File: src/rtl/monitor_tx_formatter.sv
// Monitor TX formatter: serialises echo characters, CR/LF requests and
// hex memory dumps ("aa: dd dd ..." CR LF) onto a valid/ready byte stream.
module monitor_tx_formatter #(
  parameter int LINE_BYTES = 8
) (
  input  logic       clk,
  input  logic       rst,
  input  logic [7:0] rout,
  input  logic       rout_en,
  input  logic       crlf_in,
  input  logic [7:0] write_adr_dat,
  input  logic       read_start_set,
  input  logic       read_end_set,
  input  logic       read_stop,
  output logic [7:0] mem_radr,
  input  logic [7:0] mem_rdata,
  output logic [7:0] tx_data,
  output logic       tx_valid,
  input  logic       tx_ready,
  output logic       dump_running
);

  // state | meaning
  // IDLE  | arbitrate echo > crlf > dump
  // ECHO  | send buffered echo character
  // CR/LF | standalone line break request
  // ADRH  | address high nibble
  // ADRL  | address low nibble
  // COLON | ':' after address
  // SP    | ' ' before each data byte
  // MRD   | present address to memory
  // MCAP  | capture memory data
  // DATH  | data high nibble
  // DATL  | data low nibble
  // ECR   | end-of-line CR inside a dump
  // ELF   | end-of-line LF, then next line or finish
  typedef enum logic [3:0] {
    IDLE, ECHO, CR, LF, ADRH, ADRL, COLON, SP, MRD, MCAP, DATH, DATL, ECR, ELF
  } state_t;

  localparam logic [3:0] LAST_IDX = 4'(LINE_BYTES - 1);

  state_t     state, nxt;
  logic [7:0] echo_buf, data_reg, cur_adr, end_adr;
  logic       echo_full, crlf_pending, stop_req, done_flag;
  logic [3:0] byte_cnt;
  logic       xfer, stop_now, at_end, line_full, dump_end;

  function automatic logic [7:0] hex_ascii(input logic [3:0] n);
    return (n < 4'd10) ? (8'h30 + {4'h0, n}) : (8'h57 + {4'h0, n});
  endfunction

  assign xfer      = tx_valid & tx_ready;
  // A stop strobe acts in the same cycle so the in-flight character is the last data sent.
  assign stop_now  = stop_req | (read_stop & dump_running);
  // ">=" also covers end < start (single byte) and stops at 0xff without wrapping.
  assign at_end    = cur_adr >= end_adr;
  assign line_full = byte_cnt == LAST_IDX;
  assign dump_end  = (state == ELF) && xfer && (stop_now || done_flag);
  assign mem_radr  = cur_adr;

  // State register.
  always_ff @(posedge clk or posedge rst) begin
    if (rst) state <= IDLE;
    else     state <= nxt;
  end

  // Next-state logic; emitting states advance only on a transfer.
  always_comb begin
    nxt = state;
    case (state)
      IDLE: begin
        if (echo_full)         nxt = ECHO;
        else if (crlf_pending) nxt = CR;
        else if (dump_running) nxt = stop_now ? ECR : ADRH;
      end
      ECHO:  if (xfer) nxt = IDLE;
      CR:    if (xfer) nxt = LF;
      LF:    if (xfer) nxt = IDLE;
      ADRH:  if (xfer) nxt = stop_now ? ECR : ADRL;
      ADRL:  if (xfer) nxt = stop_now ? ECR : COLON;
      COLON: if (xfer) nxt = stop_now ? ECR : SP;
      SP:    if (xfer) nxt = stop_now ? ECR : MRD;
      MRD:   nxt = stop_now ? ECR : MCAP;
      MCAP:  nxt = stop_now ? ECR : DATH;
      DATH:  if (xfer) nxt = stop_now ? ECR : DATL;
      DATL:  if (xfer) nxt = (stop_now || at_end || line_full) ? ECR : SP;
      ECR:   if (xfer) nxt = ELF;
      ELF:   if (xfer) nxt = (stop_now || done_flag) ? IDLE : ADRH;
      default: nxt = IDLE;
    endcase
  end

  // Output decode: character for the current emitting state.
  always_comb begin
    tx_valid = 1'b1;
    tx_data  = 8'h00;
    case (state)
      ECHO:       tx_data = data_reg;
      CR, ECR:    tx_data = 8'h0d;
      LF, ELF:    tx_data = 8'h0a;
      ADRH:       tx_data = hex_ascii(cur_adr[7:4]);
      ADRL:       tx_data = hex_ascii(cur_adr[3:0]);
      COLON:      tx_data = 8'h3a;
      SP:         tx_data = 8'h20;
      DATH:       tx_data = hex_ascii(data_reg[7:4]);
      DATL:       tx_data = hex_ascii(data_reg[3:0]);
      default:    tx_valid = 1'b0;
    endcase
  end

  // Echo buffer and CR/LF request flag.
  always_ff @(posedge clk or posedge rst) begin
    if (rst) begin
      echo_buf     <= 8'h00;
      echo_full    <= 1'b0;
      crlf_pending <= 1'b0;
    end else begin
      if (rout_en && !dump_running) begin
        echo_buf  <= rout;
        echo_full <= 1'b1;
      end else if (state == IDLE && echo_full) begin
        echo_full <= 1'b0;
      end
      if (crlf_in)                   crlf_pending <= 1'b1;
      else if (state == LF && xfer)  crlf_pending <= 1'b0;
    end
  end

  // Character data register: holds the echo byte while in ECHO so a new rout_en
  // cannot disturb a presented character, and the captured memory byte in a dump.
  always_ff @(posedge clk or posedge rst) begin
    if (rst)                             data_reg <= 8'h00;
    else if (state == IDLE && echo_full) data_reg <= echo_buf;
    else if (state == MCAP)              data_reg <= mem_rdata;
  end

  // Dump control: addresses, byte counter, running/stop/done flags.
  always_ff @(posedge clk or posedge rst) begin
    if (rst) begin
      cur_adr      <= 8'h00;
      end_adr      <= 8'h00;
      byte_cnt     <= 4'h0;
      dump_running <= 1'b0;
      stop_req     <= 1'b0;
      done_flag    <= 1'b0;
    end else begin
      if (read_start_set && !dump_running)
        cur_adr <= write_adr_dat;
      else if (state == DATL && xfer && !at_end)
        cur_adr <= cur_adr + 8'h01;

      if (state == ADRH)              byte_cnt <= 4'h0;
      else if (state == DATL && xfer) byte_cnt <= byte_cnt + 4'h1;

      if (state == IDLE)                        done_flag <= 1'b0;
      else if (state == DATL && xfer && at_end) done_flag <= 1'b1;

      if (read_end_set) begin
        end_adr      <= write_adr_dat;
        dump_running <= 1'b1;
      end
      if (dump_end) begin
        dump_running <= 1'b0;
        stop_req     <= 1'b0;
      end else if (read_stop && dump_running) begin
        stop_req <= 1'b1;
      end
    end
  end

endmodule
File: config.mk
export PLATFORM = sky130hd
export DESIGN_NAME = monitor_tx_formatter
export DESIGN_NICKNAME = d
export VERILOG_FILES = /design/src/rtl/monitor_tx_formatter.sv
export SDC_FILE = /design/constraint.sdc
export NUM_CORES = 1
export LEC_CHECK = 0
export ABC_AREA = 0
export CAP_MARGIN = 25
export CORE_MARGIN = 1
export CORE_UTILIZATION = 50
export DETAILED_ROUTE_END_ITERATION = 10
export PLACE_DENSITY = 0.87
export SYNTH_ARGS = -nofsm -noshare
export SYNTH_HDL_FRONTEND = slang
export SYNTH_SLANG_ARGS = --single-unit
File: constraint.sdc
create_clock -name clk -period 3.9 [get_ports clk]
set_input_delay 0.78 -clock clk [delete_from_list [all_inputs] [get_ports clk]]
set_output_delay 0.78 -clock clk [all_outputs]
set_load 0.02 [all_outputs]
==> results of run 1 <==
-- synth_stat cells, drive strengths merged, types with 5 or more instances --
cell    number
dfrtp       45
nand2b       6
xnor2        6
ha          15
a22oi       13
nand2       49
nor3         8
inv         22
nand3        7
or4          7
a21o         5
clkbuf      17
nor2b        8
a21oi       20
a211oi       5
o21ai       27
o31ai        7
nor2        31
mux2         9
a31oi       12
-- worst reg2reg max path: stages (launching register included) --
cell and delay, ns:
dfrtp_1 0.58, buf_4 0.29, or4_1 0.62, nor2_1 0.53, nor2_1 0.28, nand2_1 0.13
nand2_1 0.06
-- area by class of cell --
class	count	area [µm²]
multi-input cells	283	1780
inverters	22	82.6
fillers	522	2180
clock buffers	7	86.3
repair buffers	56	541
well taps	75	93.8
flip-flops and latches	45	1130
clock inverters	1	30.0
-- final timing paths --
| check | cells after the start | start | endpoint | slack (ns) |
|---|---|---|---|---|
| hold / removal | 2 | echo_buf[6] | data_reg[6] | 0.50 |
| min in group asynchronous | 2 | rst | echo_buf[5] | 0.61 |
| setup reg to reg | 6 | state[3] | data_reg[1] | 1.30 |
| hold reg to reg | 2 | echo_buf[6] | data_reg[6] | 0.50 |
| setup / recovery | 5 | state[0] | tx_data[1] | 0.38 |
| max in group asynchronous | 3 | rst | byte_cnt[0] | 2.56 |
-- routing by layer --
layer | share of wire (%) | routed length, µm | global-route usage [%]
met3 | 4.5 | 363 | 3.64
met5 | 0 | 0 | 0
met4 | 1.5 | 120 | 6.79
met1 | 43 | 3500 | 33.4
met2 | 51 | 4080 | 48.8
-- metrics by stage --
stage / total power, W / utilization, % / std cells
final: 0.00279 / 63.1 / 489
after global routing: 0.00300 / 63.1 / 489
after CTS: 0.00277 / 63.0 / 488
after detailed placement: 0.00239 / 61.1 / 480
after global placement: 0.00235 / 61.1 / 480
after floorplan: 0.00185 / - / 370
-- kinds of logic after synthesis --
group	Yosys count
simple gates	133
fa+ha+maj	15
flops	45
buf+inv	42
mux	9
compound gates	118
xor+xnor	8
-- power breakdown --
group	switching (W)	internal [W]
registers	0.000284	0.000621
clock network	0.000170	0.000209
logic	0.000820	0.000687
==> flow_summary.html, run 1 <==
<table>
<tr><th>Metric</th><th>Value</th></tr>
<tr><th colspan="2">Placement</th></tr>
<tr><td>Setup slack after placement</td><td>0.791 ns</td></tr>
<tr><td>Post-DP HPWL</td><td>6040 µm</td></tr>
<tr><td>Post-Place Cell Area</td><td>0.00362 mm²</td></tr>
<tr><td>Final weighted congestion in routability-driven placement</td><td>0.907</td></tr>
<tr><td>Number of I/O port buffers</td><td>49</td></tr>
<tr><th colspan="2">Logic synthesis</th></tr>
<tr><td>Adder and majority cell fraction of the synthesized area</td><td>6.11%</td></tr>
<tr><td>Unique masters post-synth</td><td>54</td></tr>
<tr><td>Instance count of the mapped netlist</td><td>370</td></tr>
<tr><td>Yosys reg bits</td><td>45</td></tr>
<tr><td>Syn nets</td><td>417</td></tr>
<tr><td>Fraction of post-synthesis cell area in the top cell type by area</td><td>36.7%</td></tr>
<tr><td>Post-synthesis compound-gate area fraction</td><td>25.3%</td></tr>
<tr><td>Post-synthesis simple-gate area fraction</td><td>20.9%</td></tr>
<tr><td>Main combinational cell family by area after synthesis</td><td>compound AO/OA/AOI/OAI gates</td></tr>
<tr><td>Count of flip-flops with a built-in enable after synthesis</td><td>0</td></tr>
<tr><td>Multiplexer share of the synthesized area</td><td>3.30%</td></tr>
<tr><td>Cell types with the largest area share after synthesis</td><td>dfrtp_1 37%, ha_1 6.1%, nand2_1 6.0%, o21ai_0 4.4%, nor2_1 3.8%</td></tr>
<tr><td>Xor/xnor cell area share of the yosys netlist</td><td>2.28%</td></tr>
<tr><td>Post-Synthesis Mean Instance Area</td><td>8.30 µm²</td></tr>
<tr><td>Top cell type by total area after synthesis</td><td>dfrtp_1</td></tr>
<tr><td>Synth async-reset ratio</td><td>100%</td></tr>
<tr><td>Yosys warns</td><td>0</td></tr>
<tr><td>Sequential cell area fraction in the yosys report</td><td>36.7%</td></tr>
<tr><td>Total standard cell area after synthesis</td><td>0.00307 mm²</td></tr>
<tr><td>Main synth FF type</td><td>dfrtp_1</td></tr>
<tr><th colspan="2">Setup path</th></tr>
<tr><td>Critical Path Start Type</td><td>register</td></tr>
<tr><td>Critical Path Max Stage Delay</td><td>0.66 ns</td></tr>
<tr><td>Buffering stage count on the worst path with inverters included</td><td>1</td></tr>
<tr><td>WP data arrival</td><td>2.74 ns</td></tr>
<tr><td>Element type at the critical path end</td><td>output port</td></tr>
<tr><td>Worst setup path class</td><td>register to output port</td></tr>
<tr><td>CP top delay family</td><td>compound AO/OA/AOI/OAI gates</td></tr>
<tr><td>Worst path cell trace</td><td>nand2b_1 -&gt; a2111oi_0 -&gt; o22ai_1 -&gt; nand2_1 -&gt; clkdlybuf4s50_1</td></tr>
<tr><td>Crit Path Max Fanout</td><td>25</td></tr>
<tr><td>Worst endpoint required time</td><td>3.12 ns</td></tr>
<tr><td>Library cell contributing the largest single delay on the critical path</td><td>dfrtp_1</td></tr>
<tr><th colspan="2">Outcome</th></tr>
<tr><td>Violated checks</td><td>DRC</td></tr>
<tr><td>Result of the run</td><td>finished, violations left</td></tr>
<tr><th colspan="2">Clocking</th></tr>
<tr><td>TritonCTS buffer count</td><td>5</td></tr>
<tr><td>Maximum clock path buffer count</td><td>2</td></tr>
<tr><td>Number of buffers inserted by post-CTS setup repair</td><td>0</td></tr>
<tr><td>Clock-pin transition on the worst setup and hold timing paths</td><td>0.08 ns</td></tr>
<tr><td>Insertion delay to the later sink of the worst-skew pair</td><td>0.31 ns</td></tr>
<tr><td>Post-CTS Resized</td><td>0</td></tr>
<tr><td>Root buffer cell</td><td>clkbuf_8</td></tr>
<tr><td>Count of clock tree sinks</td><td>45</td></tr>
<tr><td>CTS H-Tree Depth</td><td>2</td></tr>
<tr><td>CTS hold repair buffers</td><td>0</td></tr>
<tr><td>TritonCTS clock tree</td><td>built</td></tr>
<tr><th colspan="2">Timing</th></tr>
<tr><td>Number of max-slew violations in the final report</td><td>0</td></tr>
<tr><td>Setup repair after global routing missed its margin</td><td>no</td></tr>
<tr><td>Setup-violating endpoint count in the final report</td><td>0</td></tr>
<tr><td>Final worst clock skew</td><td>0.0113 ns</td></tr>
<tr><td>Final critical-path share of the clock period</td><td>90.2%</td></tr>
<tr><td>Highest clock rate</td><td>284 MHz</td></tr>
<tr><td>Final WS setup</td><td>0.383 ns</td></tr>
<tr><td>Slew of the pin with the lowest slew margin</td><td>0.871 ns</td></tr>
<tr><td>Hold_ws</td><td>0.502 ns</td></tr>
<tr><td>Final-report hold violation count</td><td>0</td></tr>
<tr><td>Setup tns final</td><td>0 ns</td></tr>
<tr><td>Post-route minimum period</td><td>3.52 ns</td></tr>
<tr><td>Headroom to the max-slew limit</td><td>41.8%</td></tr>
<tr><th colspan="2">Drt</th></tr>
<tr><td>Post-Route WL</td><td>8060 µm</td></tr>
<tr><td>Via density</td><td>5.96</td></tr>
<tr><td>Detailed-routing iteration count for the pre-antenna-repair pass</td><td>8</td></tr>
<tr><td>Iteration-0 DRC count of the detailed router</td><td>231</td></tr>
<tr><td>Drc violations</td><td>1</td></tr>
<tr><td>Total number of vias</td><td>2916</td></tr>
<tr><td>Post-DR wirelength/cell</td><td>16.5 µm</td></tr>
<tr><td>ANT nets after route</td><td>0</td></tr>
<tr><th colspan="2">Global route</th></tr>
<tr><td>Antenna violations before repair</td><td>0</td></tr>
<tr><td>Number of global-route vias before repair</td><td>2828</td></tr>
<tr><td>Total congestion overflow</td><td>0</td></tr>
<tr><td>Wire length of the first global-routing pass</td><td>13300 µm</td></tr>
<tr><td>Maximum number of pins on one net before global-route repair</td><td>44</td></tr>
<tr><td>Gr usage total</td><td>26.9%</td></tr>
<tr><th colspan="2">Floorplan</th></tr>
<tr><td>Num ports</td><td>50</td></tr>
<tr><td>Die outline area</td><td>0.00646 mm²</td></tr>
<tr><td>Height of the chip</td><td>80.4 µm</td></tr>
<tr><td>Cell row count</td><td>28</td></tr>
<tr><td>Die X</td><td>80.4 µm</td></tr>
<tr><td>Core Region</td><td>0.00592 mm²</td></tr>
<tr><td>Starting utilization of the core area</td><td>51.9%</td></tr>
<tr><th colspan="2">Finish</th></tr>
<tr><td>Net total in the final layout</td><td>460</td></tr>
<tr><td>Commonest cells after routing, fill and taps aside</td><td>49 x nand2_1, 49 x clkdlybuf4s50_1, 45 x dfrtp_1</td></tr>
<tr><td>Antenna cell count</td><td>0</td></tr>
<tr><td>Post-route cell area</td><td>0.00374 mm²</td></tr>
<tr><td>Fraction of final layout cells sized beyond drive strength 1</td><td>6.52%</td></tr>
<tr><td>Post-synthesis to final-layout area growth</td><td>21.7%</td></tr>
<tr><th colspan="2">Pwr</th></tr>
<tr><td>Pwr per Cell Area</td><td>747 mW/mm²</td></tr>
<tr><td>VDD IR-drop max</td><td>0.381 mV</td></tr>
<tr><td>Leakage</td><td>1.58 nW</td></tr>
<tr><th colspan="2">Run</th></tr>
<tr><td>Max capacitance violation total</td><td>0</td></tr>
<tr><th colspan="2">Hold path</th></tr>
<tr><td>Path type of the worst min-delay path</td><td>register to register</td></tr>
</table>
(Power assumes the default switching activity.)
==> run 2: changes to the inputs <==
Settings changed: PLACE_DENSITY 0.87 to 0.75.
==> flow_summary.html, run 2 (synthesized netlist as in run 1, its figures left out) <==
<table>
<tr><th>Metric</th><th>Value</th></tr>
<tr><th colspan="2">Setup path</th></tr>
<tr><td>CP top delay family</td><td>flip-flops</td></tr>
<tr><td>Worst setup path class</td><td>register to output port</td></tr>
<tr><td>Element type at the critical path end</td><td>output port</td></tr>
<tr><td>Setup slack of the most critical reg-to-reg path</td><td>1.28 ns (-0.02 ns)</td></tr>
<tr><td>Worst endpoint required time</td><td>3.12 ns (about the same)</td></tr>
<tr><td>Critical Path Start Type</td><td>register</td></tr>
<tr><td>Crit Path Max Fanout</td><td>20 (-20%)</td></tr>
<tr><td>Critical Path Max Stage Delay</td><td>0.68 ns (+0.02 ns)</td></tr>
<tr><td>Library cell contributing the largest single delay on the critical path</td><td>dfrtp_1</td></tr>
<tr><td>Buffering stage count on the worst path with inverters included</td><td>1 (unchanged)</td></tr>
<tr><td>WP data arrival</td><td>2.63 ns (-0.11 ns)</td></tr>
<tr><td>Worst path cell trace</td><td>nor2b_1 -&gt; nand2_1 -&gt; o22ai_1 -&gt; a22oi_1 -&gt; o21ai_0 -&gt; clkdlybuf4s50_1</td></tr>
<tr><th colspan="2">Clocking</th></tr>
<tr><td>Maximum clock path buffer count</td><td>2 (unchanged)</td></tr>
<tr><td>Root buffer cell</td><td>clkbuf_8</td></tr>
<tr><td>Number of buffers inserted by post-CTS setup repair</td><td>0 (unchanged)</td></tr>
<tr><td>Count of clock tree sinks</td><td>45 (unchanged)</td></tr>
<tr><td>TritonCTS clock tree</td><td>built</td></tr>
<tr><td>Insertion delay to the later sink of the worst-skew pair</td><td>0.30 ns (about the same)</td></tr>
<tr><td>CTS H-Tree Depth</td><td>2 (unchanged)</td></tr>
<tr><td>CTS hold repair buffers</td><td>0 (unchanged)</td></tr>
<tr><td>Clock-pin transition on the worst setup and hold timing paths</td><td>0.08 ns (about the same)</td></tr>
<tr><td>TritonCTS buffer count</td><td>5 (unchanged)</td></tr>
<tr><td>Post-CTS Resized</td><td>0 (unchanged)</td></tr>
<tr><th colspan="2">Outcome</th></tr>
<tr><td>Result of the run</td><td>finished, final reports clean</td></tr>
<tr><th colspan="2">Timing</th></tr>
<tr><td>Headroom to the max-slew limit</td><td>38.9% (-2.9 points)</td></tr>
<tr><td>Number of max-slew violations in the final report</td><td>0 (unchanged)</td></tr>
<tr><td>Final critical-path share of the clock period</td><td>87.5% (-2.7 points)</td></tr>
<tr><td>Post-route minimum period</td><td>3.41 ns (-0.106 ns)</td></tr>
<tr><td>Setup repair after global routing missed its margin</td><td>no</td></tr>
<tr><td>Setup tns final</td><td>0 ns (unchanged)</td></tr>
<tr><td>Setup-violating endpoint count in the final report</td><td>0 (unchanged)</td></tr>
<tr><td>Slew of the pin with the lowest slew margin</td><td>0.911 ns (+0.0395 ns)</td></tr>
<tr><td>Highest clock rate</td><td>293 MHz (+3.1%)</td></tr>
<tr><td>Final-report hold violation count</td><td>0 (unchanged)</td></tr>
<tr><td>Final worst clock skew</td><td>0.0107 ns (-0.000599 ns)</td></tr>
<tr><th colspan="2">Global route</th></tr>
<tr><td>Gr usage total</td><td>27.0% (+0.058 points)</td></tr>
<tr><td>Total congestion overflow</td><td>0 (unchanged)</td></tr>
<tr><td>Antenna violations before repair</td><td>0 (unchanged)</td></tr>
<tr><td>Number of global-route vias before repair</td><td>2699 (-4.6%)</td></tr>
<tr><td>Wire length of the first global-routing pass</td><td>13300 µm (-0.15%)</td></tr>
<tr><td>Maximum number of pins on one net before global-route repair</td><td>26 (-41%)</td></tr>
<tr><th colspan="2">Finish</th></tr>
<tr><td>Net total in the final layout</td><td>460 (unchanged)</td></tr>
<tr><td>Commonest cells after routing, fill and taps aside</td><td>49 x nand2_1, 49 x clkdlybuf4s50_1, 45 x dfrtp_1</td></tr>
<tr><td>Antenna cell count</td><td>0 (unchanged)</td></tr>
<tr><td>Post-synthesis to final-layout area growth</td><td>20.7%</td></tr>
<tr><td>Fraction of final layout cells sized beyond drive strength 1</td><td>6.52% (unchanged)</td></tr>
<tr><th colspan="2">Pwr</th></tr>
<tr><td>VDD IR-drop max</td><td>0.404 mV (+6.1%)</td></tr>
<tr><td>Share of total power in sequential cells</td><td>33.6% (+1.2 points)</td></tr>
<tr><td>Gate power share</td><td>55.6% (+1.6 points)</td></tr>
<tr><td>Pwr per Cell Area</td><td>730 mW/mm² (-2.3%)</td></tr>
<tr><td>Clock Power Share</td><td>10.7% (-2.9 points)</td></tr>
<tr><td>Leakage</td><td>1.57 nW (-0.83%)</td></tr>
<tr><td>Switching power</td><td>0.00127 W (-0.19%)</td></tr>
<tr><td>Fraction of power spent switching nets</td><td>47.0% (+1.4 points)</td></tr>
<tr><td>Cell-internal power</td><td>0.00143 W (-5.5%)</td></tr>
<tr><td>Total power after layout</td><td>0.00271 W (-3.1%)</td></tr>
<tr><th colspan="2">Floorplan</th></tr>
<tr><td>Num ports</td><td>50 (unchanged)</td></tr>
<tr><td>Height of the chip</td><td>80.4 µm (unchanged)</td></tr>
<tr><td>Die X</td><td>80.4 µm (unchanged)</td></tr>
<tr><td>Cell row count</td><td>28 (unchanged)</td></tr>
<tr><td>Die outline area</td><td>0.00646 mm² (unchanged)</td></tr>
<tr><td>Core Region</td><td>0.00592 mm² (unchanged)</td></tr>
<tr><td>Starting utilization of the core area</td><td>51.9% (unchanged)</td></tr>
<tr><th colspan="2">Drt</th></tr>
<tr><td>ANT nets after route</td><td>0 (unchanged)</td></tr>
<tr><td>Detailed-routing iteration count for the pre-antenna-repair pass</td><td>5 (-3)</td></tr>
<tr><td>Post-Route WL</td><td>8210 µm (+1.9%)</td></tr>
<tr><td>Total number of vias</td><td>2912 (-0.14%)</td></tr>
<tr><td>Drc violations</td><td>0 (-1)</td></tr>
<tr><td>Via density</td><td>5.96 (-0.14%)</td></tr>
<tr><td>Iteration-0 DRC count of the detailed router</td><td>257 (+11%)</td></tr>
<tr><td>Post-DR wirelength/cell</td><td>16.8 µm (+1.9%)</td></tr>
<tr><th colspan="2">Placement</th></tr>
<tr><td>Number of I/O port buffers</td><td>49 (unchanged)</td></tr>
<tr><td>Final weighted congestion in routability-driven placement</td><td>0.897 (-1.1%)</td></tr>
<tr><td>Post-DP HPWL</td><td>6150 µm (+1.8%)</td></tr>
<tr><th colspan="2">Run</th></tr>
<tr><td>Max capacitance violation total</td><td>0 (unchanged)</td></tr>
<tr><th colspan="2">Hold path</th></tr>
<tr><td>Path type of the worst min-delay path</td><td>register to register</td></tr>
</table>
run 2: changes by cell type in the layout (fill, tap and decap cells not counted):
| cell | before | now |
|---|---|---|
| clkinv_2 | 0 | 2 |
| buf_4 | 6 | 7 |
| clkbuf_2 | 1 | 0 |
| clkbuf_8 | 6 | 5 |
| bufinv_16 | 1 | 0 |
run 2: layout make-up:
| cell class | count | area (µm²) |
|---|---|---|
| inverters | 22 | 82.6 |
| clock inverters | 2 | 10.0 |
| multi-input cells | 283 | 1780 |
| flip-flops and latches | 45 | 1130 |
| clock buffers | 6 | 72.6 |
| repair buffers | 56 | 543 |
| fillers | 562 | 2210 |
| well taps | 75 | 93.8 |
run 2: power by group through the flow:
| stage | Combinational [W] | Sequential, W | Clock [W] |
|---|---|---|---|
| 2_1_floorplan | 0.00102 | 0.000824 | 0 |
| 3_3_place_gp | 0.00147 | 0.000908 | 0 |
| 3_5_place_dp | 0.00149 | 0.000915 | 0 |
| 4_1_cts | 0.00150 | 0.000905 | 0.000296 |
| 5_1_grt | 0.00165 | 0.000946 | 0.000316 |
| 6_report | 0.00151 | 0.000910 | 0.000290 |
run 2: layer usage:
metal,wire length [µm],part of all wire [%],global-route usage [%],vias to the layer above
met2,4070,50,46.3,77
met4,94,1.1,6.79,0
li1,-,-,-,1442
met1,3680,45,35.3,1382
met5,0,0,0,-
met3,363,4.4,4.20,11
run 2: final timing paths:
path	from	end	cells past startpoint
setup / recovery	state[2]	tx_data[0]	6
hold reg to reg	data_reg[4]	data_reg[4]	2
max in group asynchronous	rst	state[0]	3
setup reg to reg	state[1]	data_reg[3]	6
min in group asynchronous	rst	end_adr[0]	2
hold / removal	data_reg[4]	data_reg[4]	2
run 2: stage by stage:
step	hold WS, ns	instance area [µm²]	cells	utilization (%)	setup WS [ns]
floorplan	0.446	3070	370	-	1.38
global placement	0.465	3620	481	61.2	0.815
detailed placement	0.480	3620	481	61.2	0.848
CTS	0.502	3710	489	62.6	0.514
global route	0.520	3710	489	62.6	0.301
finish	0.490	3710	489	62.6	0.489
run 2: tightest hold or removal path, delay by kind of cell (launching register included):
family / cells / cell delay (ns)
simple gates: 2 / 0.11
flops: 1 / 0.35
==> edit 1 (config.mk and constraints of run 1) <==
Set the parameter `LINE_BYTES` to 7 (it was 8).
--- a/src/rtl/monitor_tx_formatter.sv
+++ b/src/rtl/monitor_tx_formatter.sv
@@ -3,3 +3,3 @@
 module monitor_tx_formatter #(
-  parameter int LINE_BYTES = 8
+  parameter int LINE_BYTES = 7
 ) (
Function: no difference found for any inputs over 10 cycles, from zero or initial values and one cycle with rst high; that may be too few to reach the edited logic, so the function may still have changed.
==> edit 1 against run 1 <==
  * Sequential cell count unchanged
  * Wire length fell by 3.3%
  * Power down 1.6%
  * Area after synthesis rose by 0.69%
  * Setup slack better by 0.056 ns
  * Combinational power fell by 3%
  * Critical path type unchanged
  * Final area grew 0.13%
  * Fmax grew 1.6%
  * First-iteration DRC count rose by 10%
==> edit 1: results <==
metrics = {
    "run_status": {
        "status": "complete, no violations",
    },
    "drt": {
        "wl_met3_um": 322,
        "viasPerCell": 6.06,
        "wl_um": 7790,
        "first_pass_iters": 5,
    },
    "finish": {
        "n_all_inverters": 25,
        "finish.instance_area_um2": 3740,
        "multi_input_comb_cells": 280,
        "final_layout_size_suffix_gt1_share_pct": 6.55,
        "clock_area_share_pct": 3.08,
        "buffer_area_share_pct": 14.1,
        "clock_buffers": 5,
        "buffers": 54,
    },
    "global_routing": {
        "grt_pass1_wl_um": 13000,
        "grt_pass1_vias": 2769,
        "grt_use_total_pct": 25.7,
    },
    "placed_design": {
        "place.gp.congestion": 0.934,
        "hpwl_um": 5840,
        "placedInstanceArea_um2": 3630,
    },
    "timing": {
        "final.setup_skew_ns": 0.0104,
        "relSlewSlack_pct": 47.9,
    },
    "power": {
        "power.leakage_nw": 1.59,
    },
    "synthesis": {
        "muxShareOfSynthArea_pct": 3.93,
        "synth_nets": 418,
        "synth.area.top_cells": "dfrtp_1 36%, ha_1 6.5%, nand2_1 6.2%",
        "ys_seq_area_share_pct": 36.4,
        "synth_fa_ha_area_share_pct": 6.48,
        "synthTopCellsByCount": "51 x nand2_1, 45 x dfrtp_1, 32 x nor2_1, 26 x o21ai_0, 25 x inv_1",
    },
    "worst_setup_path": {
        "crit_path_max_fanout": 10,
    },
}
edit 1: cell count changes after synthesis, sizes merged, moves of 3 or more:
cell    delta
and2       +3
a21oi      -7
clkbuf     -4
buf        +4
inv        +3
or3        +4
nor2b      -4
o22ai      -4
edit 1: path summary, 6_finish.rpt:
| path | start | end | slack (ns) | cells past startpoint |
|---|---|---|---|---|
| setup / recovery | mem_radr[5] | tx_data[1] | 0.44 | 7 |
| hold / removal | echo_buf[3] | data_reg[3] | 0.52 | 2 |
| setup reg to reg | mem_radr[6] | mem_radr[3] | 1.34 | 5 |
| hold reg to reg | echo_buf[3] | data_reg[3] | 0.52 | 2 |
| max in group asynchronous | rst | echo_buf[1] | 2.34 | 3 |
| min in group asynchronous | rst | end_adr[3] | 0.80 | 2 |
edit 1: power by group:
| part | switching [W] | leakage, nW | internal (W) |
|---|---|---|---|
| combinational | 0.000787 | 0.988 | 0.000670 |
| sequential | 0.000296 | 0.544 | 0.000628 |
| clock | 0.000176 | 0.0543 | 0.000192 |
==> edit 2 (config.mk and constraints of run 1) <==
Without the edit above. Make the reset (`rst`) synchronous in 4 clocked blocks.
--- a/src/rtl/monitor_tx_formatter.sv
+++ b/src/rtl/monitor_tx_formatter.sv
@@ -62,3 +62,3 @@
   // State register.
-  always_ff @(posedge clk or posedge rst) begin
+  always_ff @(posedge clk) begin
     if (rst) state <= IDLE;
@@ -112,3 +112,3 @@
   // Echo buffer and CR/LF request flag.
-  always_ff @(posedge clk or posedge rst) begin
+  always_ff @(posedge clk) begin
     if (rst) begin
@@ -131,3 +131,3 @@
   // cannot disturb a presented character, and the captured memory byte in a dump.
-  always_ff @(posedge clk or posedge rst) begin
+  always_ff @(posedge clk) begin
     if (rst)                             data_reg <= 8'h00;
@@ -138,3 +138,3 @@
   // Dump control: addresses, byte counter, running/stop/done flags.
-  always_ff @(posedge clk or posedge rst) begin
+  always_ff @(posedge clk) begin
     if (rst) begin
Behaviour: differs if rst is asserted again (counterexample within 4 cycles, from zero or initial values and one cycle with rst high); with rst held inactive, the same outputs for 10 cycles.
==> edit 2 against run 1 <==
  * Final area shrank 1.8%
  * Area after synthesis down 0.12%
  * Sequential cell count stayed put
  * Clock skew is essentially flat
  * Global-route usage is 1.2 points higher
  * Count of clock-buffer cells in the layout fell by 1
  * Wire length grew 6.7%
  * Power shrank 37%
  * Setup slack better by 0.014 ns
==> edit 2: results <==
metrics = {
    "run_status": {
        "status": "complete, no violations",
    },
    "synthesis": {
        "synthCells": 402,
        "muxShareOfSynthArea_pct": 3.26,
        "synth_nets": 449,
        "synthTopCellsByCount": "51 x nand2_1, 45 x dfxtp_1, 35 x a21oi_1, 29 x nor2_1, 25 x o21ai_0",
        "synth.area.top_cells": "dfxtp_1 29%, nand2_1 6.2%, ha_1 6.1%",
        "synth_compound_area_share_pct": 28.4,
        "synth_cell_type_count": 61,
        "synth-xor-area-share_pct": 2.86,
        "synth_fa_ha_area_share_pct": 6.45,
        "ys.flop_type": "dfxtp_1",
        "synth-async-reset-ratio_pct": 0,
    },
    "global_routing": {
        "grt_pass1_vias": 2836,
        "grt_pass1_wl_um": 14100,
        "grt_max_degree": 34,
        "grt_use_total_pct": 28.2,
        "grt_antenna_before_repair": 0,
    },
    "finish": {
        "final_layout_size_suffix_gt1_share_pct": 5.91,
        "final_cells": 515,
        "diodes": 0,
        "fillers": 555,
        "final_nets": 486,
    },
    "placed_design": {
        "dpl.cell_count": 507,
        "place.gp.congestion": 0.908,
        "placedInstanceArea_um2": 3580,
        "hpwl_um": 6280,
        "pre_cts_ws_ns": 0.804,
    },
    "worst_setup_path": {
        "cp_data_arrival_time_ns": 2.72,
        "crit_path_max_fanout": 13,
    },
    "power": {
        "netSwitchingPower_w": 0.000771,
        "power.leakage_nw": 1.32,
        "ir_worst_vdd_v": 0.000331,
    },
    "clock_tree": {
        "cts_setup_buffers": 0,
        "cts.clk_slew.worst_paths_ns": 0.10,
    },
    "drt": {
        "first_pass_iters": 5,
        "wl_um": 8600,
        "drtIter0Drc": 245,
    },
    "timing": {
        "tightest_slew_ns": 0.735,
        "final.setup_skew_ns": 0.0116,
    },
}
[edit 2: worst max-delay path, stage by stage, from the launching register on]
cell and delay [ns]:
dfxtp_1 0.32, inv_1 0.32, nand2_1 0.22, or4_1 0.55
o221a_1 0.30, nand4_1 0.11, clkdlybuf4s50_1 0.60
[edit 2: worst paths after layout]
kind / startpoint / to / slack, ns / cells past startpoint
min reg2reg: echo_buf[1] / echo_buf[1] / 0.46 / 2
max reg2reg: mem_radr[2] / mem_radr[2] / 1.61 / 6
max: state[1] / tx_data[1] / 0.40 / 6
min: echo_buf[1] / echo_buf[1] / 0.46 / 2
[edit 2: power groups by stage]
stage	Sequential, W	Clock [W]	Combinational, W
floorplan	0.000554	0	0.000603
global placement	0.000588	0	0.000840
detailed placement	0.000593	0	0.000845
CTS	0.000582	0.000302	0.000850
global route	0.000595	0.000327	0.000940
finish	0.000585	0.000302	0.000863
[edit 2: cell families after synthesis]
| kind of cell | Yosys count |
|---|---|
| AND/OR/NAND/NOR | 144 |
| XOR/XNOR | 10 |
| buffers and inverters | 48 |
| multiplexers | 10 |
| flip-flops | 45 |
| adder cells (fa/ha/maj) | 16 |
| AO/OA/AOI/OAI | 129 |
[edit 2: cell type report]
class | count | area (um2) | share of cell area, %
Clock buffer | 6 | 72.6 | 1.98
Clock inverter | 2 | 15.0 | 0.409
Inverter | 24 | 90.1 | 2.46
Multi-Input combinational cell | 309 | 1970 | 53.6
Sequential cell | 45 | 901 | 24.6
Tap cell | 75 | 93.8 | 2.56
Timing Repair Buffer | 54 | 528 | 14.4
[edit 2: metal layers]
metal / part of all wire [%] / up-vias / track usage (%)
met5: 0 / - / 0
met4: 3.1 / 0 / 12.9
met3: 4.7 / 27 / 4.55
met2: 47 / 118 / 45.0
met1: 46 / 1480 / 36.9
li1: - / 1531 / -
